--- src/rtl/zx_loader_pkg.sv ---
// zx_loader_pkg: shared types for the ZX memory loader.
// State encoding and frame header constants.
package zx_loader_pkg;

   localparam int HDR_LEN = 4;

   typedef enum logic [3:0] {
      IDLE = 4'd0,
      A_LO = 4'd1,
      A_HI = 4'd2,
      L_LO = 4'd3,
      L_HI = 4'd4,
      DATA = 4'd5,
      WR   = 4'd6,
      RD   = 4'd7,
      CMP  = 4'd8,
      DONE = 4'd9
   } ld_state_t;

endpackage

--- src/rtl/zx_mem_loader.sv ---
// zx_mem_loader: streams an addressed frame into memory,
// optionally reading each byte back and counting mismatches.
module zx_mem_loader
   import zx_loader_pkg::*;
#(
   parameter int VERIFY = 1,
   parameter int AW     = 16
) (
   input  logic          clk,
   input  logic          reset,
   input  logic          s_valid,
   input  logic [7:0]    s_data,
   output logic          s_ready,
   input  logic          abort,
   output logic [AW-1:0] mem_a,
   output logic [7:0]    mem_din,
   output logic          mem_we,
   output logic          mem_ce,
   input  logic [7:0]    mem_dout,
   output logic          busy,
   output logic          done,
   output logic          error,
   output logic [15:0]   err_count
);

   ld_state_t     state_q;
   ld_state_t     state_d;
   logic [AW-1:0] addr_q;
   logic [7:0]    alo_q;
   logic [7:0]    llo_q;
   logic [15:0]   rem_q;
   logic [7:0]    din_q;
   logic          error_q;
   logic [15:0]   errcnt_q;
   logic          take;
   logic          last;

   assign take = s_valid & s_ready;
   assign last = (rem_q == 16'd1);

   // Output decode straight from registered state
   always_comb begin
      s_ready = 1'b0;
      busy    = 1'b0;
      mem_we  = 1'b0;
      mem_ce  = 1'b0;
      done    = 1'b0;
      unique case (1'b1)
         (state_q == IDLE): s_ready = 1'b1;
         (state_q == A_HI),
         (state_q == L_LO),
         (state_q == L_HI),
         (state_q == DATA): begin
            s_ready = 1'b1;
            busy    = 1'b1;
         end
         (state_q == WR): begin
            busy   = 1'b1;
            mem_we = 1'b1;
            mem_ce = 1'b1;
         end
         (state_q == RD): begin
            busy   = 1'b1;
            mem_ce = 1'b1;
         end
         (state_q == CMP): busy = 1'b1;
         (state_q == DONE): done = 1'b1;
         default: ;
      endcase
   end

   assign mem_a     = addr_q;
   assign mem_din   = din_q;
   assign error     = error_q;
   assign err_count = errcnt_q;

   // State register
   always_ff @(posedge clk or posedge reset) begin
      if (reset) state_q <= IDLE;
      else       state_q <= state_d;
   end

   // Next-state logic; abort overrides everything
   always_comb begin
      state_d = state_q;
      unique case (state_q)
         IDLE: if (take) state_d = A_HI;
         A_LO: state_d = IDLE;
         A_HI: if (take) state_d = L_LO;
         L_LO: if (take) state_d = L_HI;
         L_HI: begin
            if (take) begin
               if ({s_data, llo_q} == 16'd0) state_d = DONE;
               else                          state_d = DATA;
            end
         end
         DATA: if (take) state_d = WR;
         WR: begin
            if (VERIFY != 0) state_d = RD;
            else if (last)   state_d = DONE;
            else             state_d = DATA;
         end
         RD:  state_d = CMP;
         CMP: state_d = last ? DONE : DATA;
         DONE: state_d = IDLE;
         default: state_d = IDLE;
      endcase
      if (abort) state_d = IDLE;
   end

   // Header capture, data latch, address walk and verify bookkeeping
   always_ff @(posedge clk or posedge reset) begin
      if (reset) begin
         addr_q   <= '0;
         alo_q    <= '0;
         llo_q    <= '0;
         rem_q    <= '0;
         din_q    <= '0;
         error_q  <= 1'b0;
         errcnt_q <= '0;
      end else if (!abort) begin
         unique case (state_q)
            IDLE: begin
               if (take) begin
                  alo_q    <= s_data;
                  error_q  <= 1'b0;
                  errcnt_q <= '0;
               end
            end
            A_HI: if (take) addr_q <= AW'({s_data, alo_q});
            L_LO: if (take) llo_q <= s_data;
            L_HI: if (take) rem_q <= {s_data, llo_q};
            DATA: if (take) din_q <= s_data;
            WR: begin
               if (VERIFY == 0) begin
                  addr_q <= addr_q + 1'b1;
                  rem_q  <= rem_q - 1'b1;
               end
            end
            CMP: begin
               if (mem_dout != din_q) begin
                  error_q <= 1'b1;
                  if (errcnt_q != 16'hFFFF)
                     errcnt_q <= errcnt_q + 1'b1;
               end
               addr_q <= addr_q + 1'b1;
               rem_q  <= rem_q - 1'b1;
            end
            default: ;
         endcase
      end
   end

endmodule

--- config.mk ---
export PLATFORM = sky130hd
export DESIGN_NAME = zx_mem_loader
export DESIGN_NICKNAME = d
export VERILOG_FILES = /design/src/rtl/zx_loader_pkg.sv /design/src/rtl/zx_mem_loader.sv
export SDC_FILE = /design/constraint.sdc
export NUM_CORES = 1
export LEC_CHECK = 0
export BUFFER_PORTS_ARGS = -buffer_cell sky130_fd_sc_hd__clkbuf_2
export CORE_ASPECT_RATIO = 1.1
export CORE_MARGIN = 8
export CORE_UTILIZATION = 50
export DETAILED_ROUTE_END_ITERATION = 10
export GPL_ROUTABILITY_DRIVEN = 1
export PLACE_DENSITY = 0.79
export REMOVE_ABC_BUFFERS = 1
export SLEW_MARGIN = 30
export SYNTH_ARGS = -nofsm -noshare
export SYNTH_HDL_FRONTEND = slang
export SYNTH_SLANG_ARGS = --single-unit
--- constraint.sdc ---
create_clock -name clk -period 3.2 [get_ports clk]
set_clock_uncertainty 0.05 [all_clocks]
set_input_delay 0.64 -clock clk [delete_from_list [all_inputs] [get_ports clk]]
set_output_delay 0.64 -clock clk [all_outputs]
set_load 0.05 [all_outputs]
==> impl_metrics.yaml <==
run_status:
  status: "finished, final reports clean"
clock_network:
  cts_buffer_depth: 2
  insertion_delay_ns: 0.34
  holdBufCountCts: 0
  cts.sinks: 77
  cts_resized: 0
  cts_tree: "built"
  clk_root_buffer_cell: "clkbuf_8"
  path_clk_slew_ns: 0.08
  numCtsBuffers: 9
  post_cts_buffers: 0
  cts_max_level: 3
synth:
  synth_top_family_by_area: "compound AO/OA/AOI/OAI gates"
  ys_ff_latch: 77
  synthSimpleGateAreaFrac_pct: 20.0
  mappedNetlistArea_um2: 4380
  synth_ff_type: "dfrtp_1"
  syn_area_per_cell_um2: 9.10
  yosysWarnings: 0
  synth_xor_area_share_pct: 1.60
  synthArstFlopShare_pct: 100
  synth_compound_area_share_pct: 23.6
  synth_fa_ha_area_share_pct: 1.14
  synth_cell_types: 56
  synthCells: 481
  synth-edff-count: 0
  muxShareOfSynthArea_pct: 6.17
  ys_seq_area_share_pct: 44.0
power_and_ir_drop:
  ir_worst_vdd_mv: 0.454
  total_power_mw: 2.80
  p_leak_nw: 2.13
  power_density_nw_per_um2: 553
timing:
  worst_pin_slew_ns: 0.854
  rsz0062_at_grt: "no"
  hold_viol_final: 0
  max_freq_mhz: 358
  final-setup-viol-count: 0
  min_period_over_period_pct: 87.4
  whs_ns: 0.321
  maxSlewViolCount: 0
  min_period_ns: 2.80
  max_slew_margin_pct: 43.1
routing:
  wl_per_cell_um: 17.7
  viasPerCell: 6.20
  drc_errors: 0
  drt_first_pass_iters: 5
  vias: 4051
  drtAntennaViolNets: 0
  drt-initial-drc-count: 328
  routed_wirelength_um: 11600
setup_path:
  path_class: "reg2out"
  crit_required_ns: 2.51
  cp.arrival_ns: 2.11
  cp_max_fo: 18
  end_kind: "output port"
  cp-start-kind: "flip-flop"
layout:
  n_fill_cell: 718
  final-seq-area_um2: 1930
  finalInstanceArea_um2: 5060
  nNetsFinal: 558
  drive_above_1_share_pct: 23.4
  syn_to_final_growth_pct: 15.6
  final_util_pct: 58.2
  antennaDiodeCount: 0
  instances_no_fill: 653
  mostFrequentLayoutCells: "77 x dfrtp_1, 65 x clkbuf_2, 50 x a21oi_1"
  final_common_cell: "dfrtp_1"
  multi_input_area_um2: 2310
die:
  die_x_um: 105
  ioPinCount: 66
  rows: 36
  initial_core_util_pct: 50.4
  dieArea_um2: 12000
  die_h_um: 114
  core_region_area_um2: 8690
global_routing:
  grt_use_total_pct: 19.8
  grt_pass1_wl_um: 19600
  antenna_found_initial: 0
  grt_pass1_vias: 4012
  grt_start_max_net_pins: 78
  grt-ovfl-total: 0
placed_design:
  io_buffers: 65
  dp.cells: 637
  place_area_um2: 4800
  dp_hpwl_um: 8180
  place.gp.congestion: 0.896
flow_run:
  drv_cap: 0
min_path:
  hold_class: "in2async"
-- worst paths after layout --
path,from,endpoint,slack [ns],depth (start not counted)
worst max-delay path,state_q[2],mem_we,0.40,5
worst min-delay path,reset,error,0.32,3
worst max register to register,state_q[2],err_count[7],0.83,5
worst min register to register,error,error,0.43,2
max in group asynchronous,reset,mem_din[3],2.47,3
min in group clk,error,error,0.43,2
-- stage by stage --
stage / setup TNS [ns] / setup WS, ns
5_1_grt: 0 / 0.184
6_report: 0 / 0.403
3_5_place_dp: 0 / 0.733
4_1_cts: 0 / 0.426
3_3_place_gp: 0 / 0.783
2_1_floorplan: -63.73 / -1.73
-- kinds of logic after synthesis --
| logic type | count (synthesis) |
|---|---|
| DFF | 77 |
| adders and majority gates | 4 |
| AOI/OAI and AO/OA | 167 |
| muxes | 24 |
| and+or+nand+nor | 163 |
| buffers and inverters | 38 |
| xor gates and xnor gates | 8 |
-- synthesized netlist by cell type, drive strengths merged (4+ instances only) --
library cell	number	area, um^2
a21oi	50	250
a22oi	4	30.0
a31oi	16	100
and3	4	25.0
buf	9	43.8
clkbuf	22	82.6
dfrtp	77	1930
ha	4	50.1
inv	7	26.3
mux2	24	270
nand2	34	128
nand3	24	120
nand4	11	68.8
nor2	38	153
nor3	13	92.6
nor4	11	81.3
o21a	7	52.6
o21ai	47	235
o22a	6	52.6
o22ai	6	37.5
o31ai	7	66.3
or3	4	30.0
xnor2	8	70.1
-- layer usage --
layer | vias up | routed length [um] | global-route usage, %
met1 | 1946 | 4900 | 23.9
met4 | 0 | 270 | 7.71
met5 | - | 0 | 0
li1 | 1922 | - | -
met2 | 160 | 5700 | 33.2
met3 | 23 | 721 | 5.01
-- worst max-delay path, stage by stage (launching register included) --
cell and delay (ns):
dfrtp_1 0.70, inv_1 0.18, nor2_1 0.26, and2_1 0.18, nor2b_1 0.14, clkbuf_2 0.30
-- sequential cells by signal, indices dropped and copies added (netlist names) --
signal	count
llo_q	8
error	1
mem_din	8
state_q	4
err_count	16
rem_q	16
mem_a	16
alo_q	8
-- where the power goes --
part / internal (mW) / switching [mW] / leakage [nW] / total (mW)
clock: 0.583 / 0.354 / 0.130 / 0.937
combinational: 0.188 / 0.440 / 1.02 / 0.628
sequential: 1.09 / 0.142 / 0.988 / 1.24
-- cell type report --
| type | instances | share of cell area [%] |
|---|---|---|
| timing repair buffer | 73 | 7.86 |
| multi-input combinational | 366 | 45.6 |
| clock buffer | 13 | 3.34 |
| clock inverter | 3 | 1.78 |
| sequential | 77 | 38.1 |
| inverter | 7 | 0.519 |
| tap | 114 | 2.82 |
Note: power is estimated with default switching activity, not from simulation.
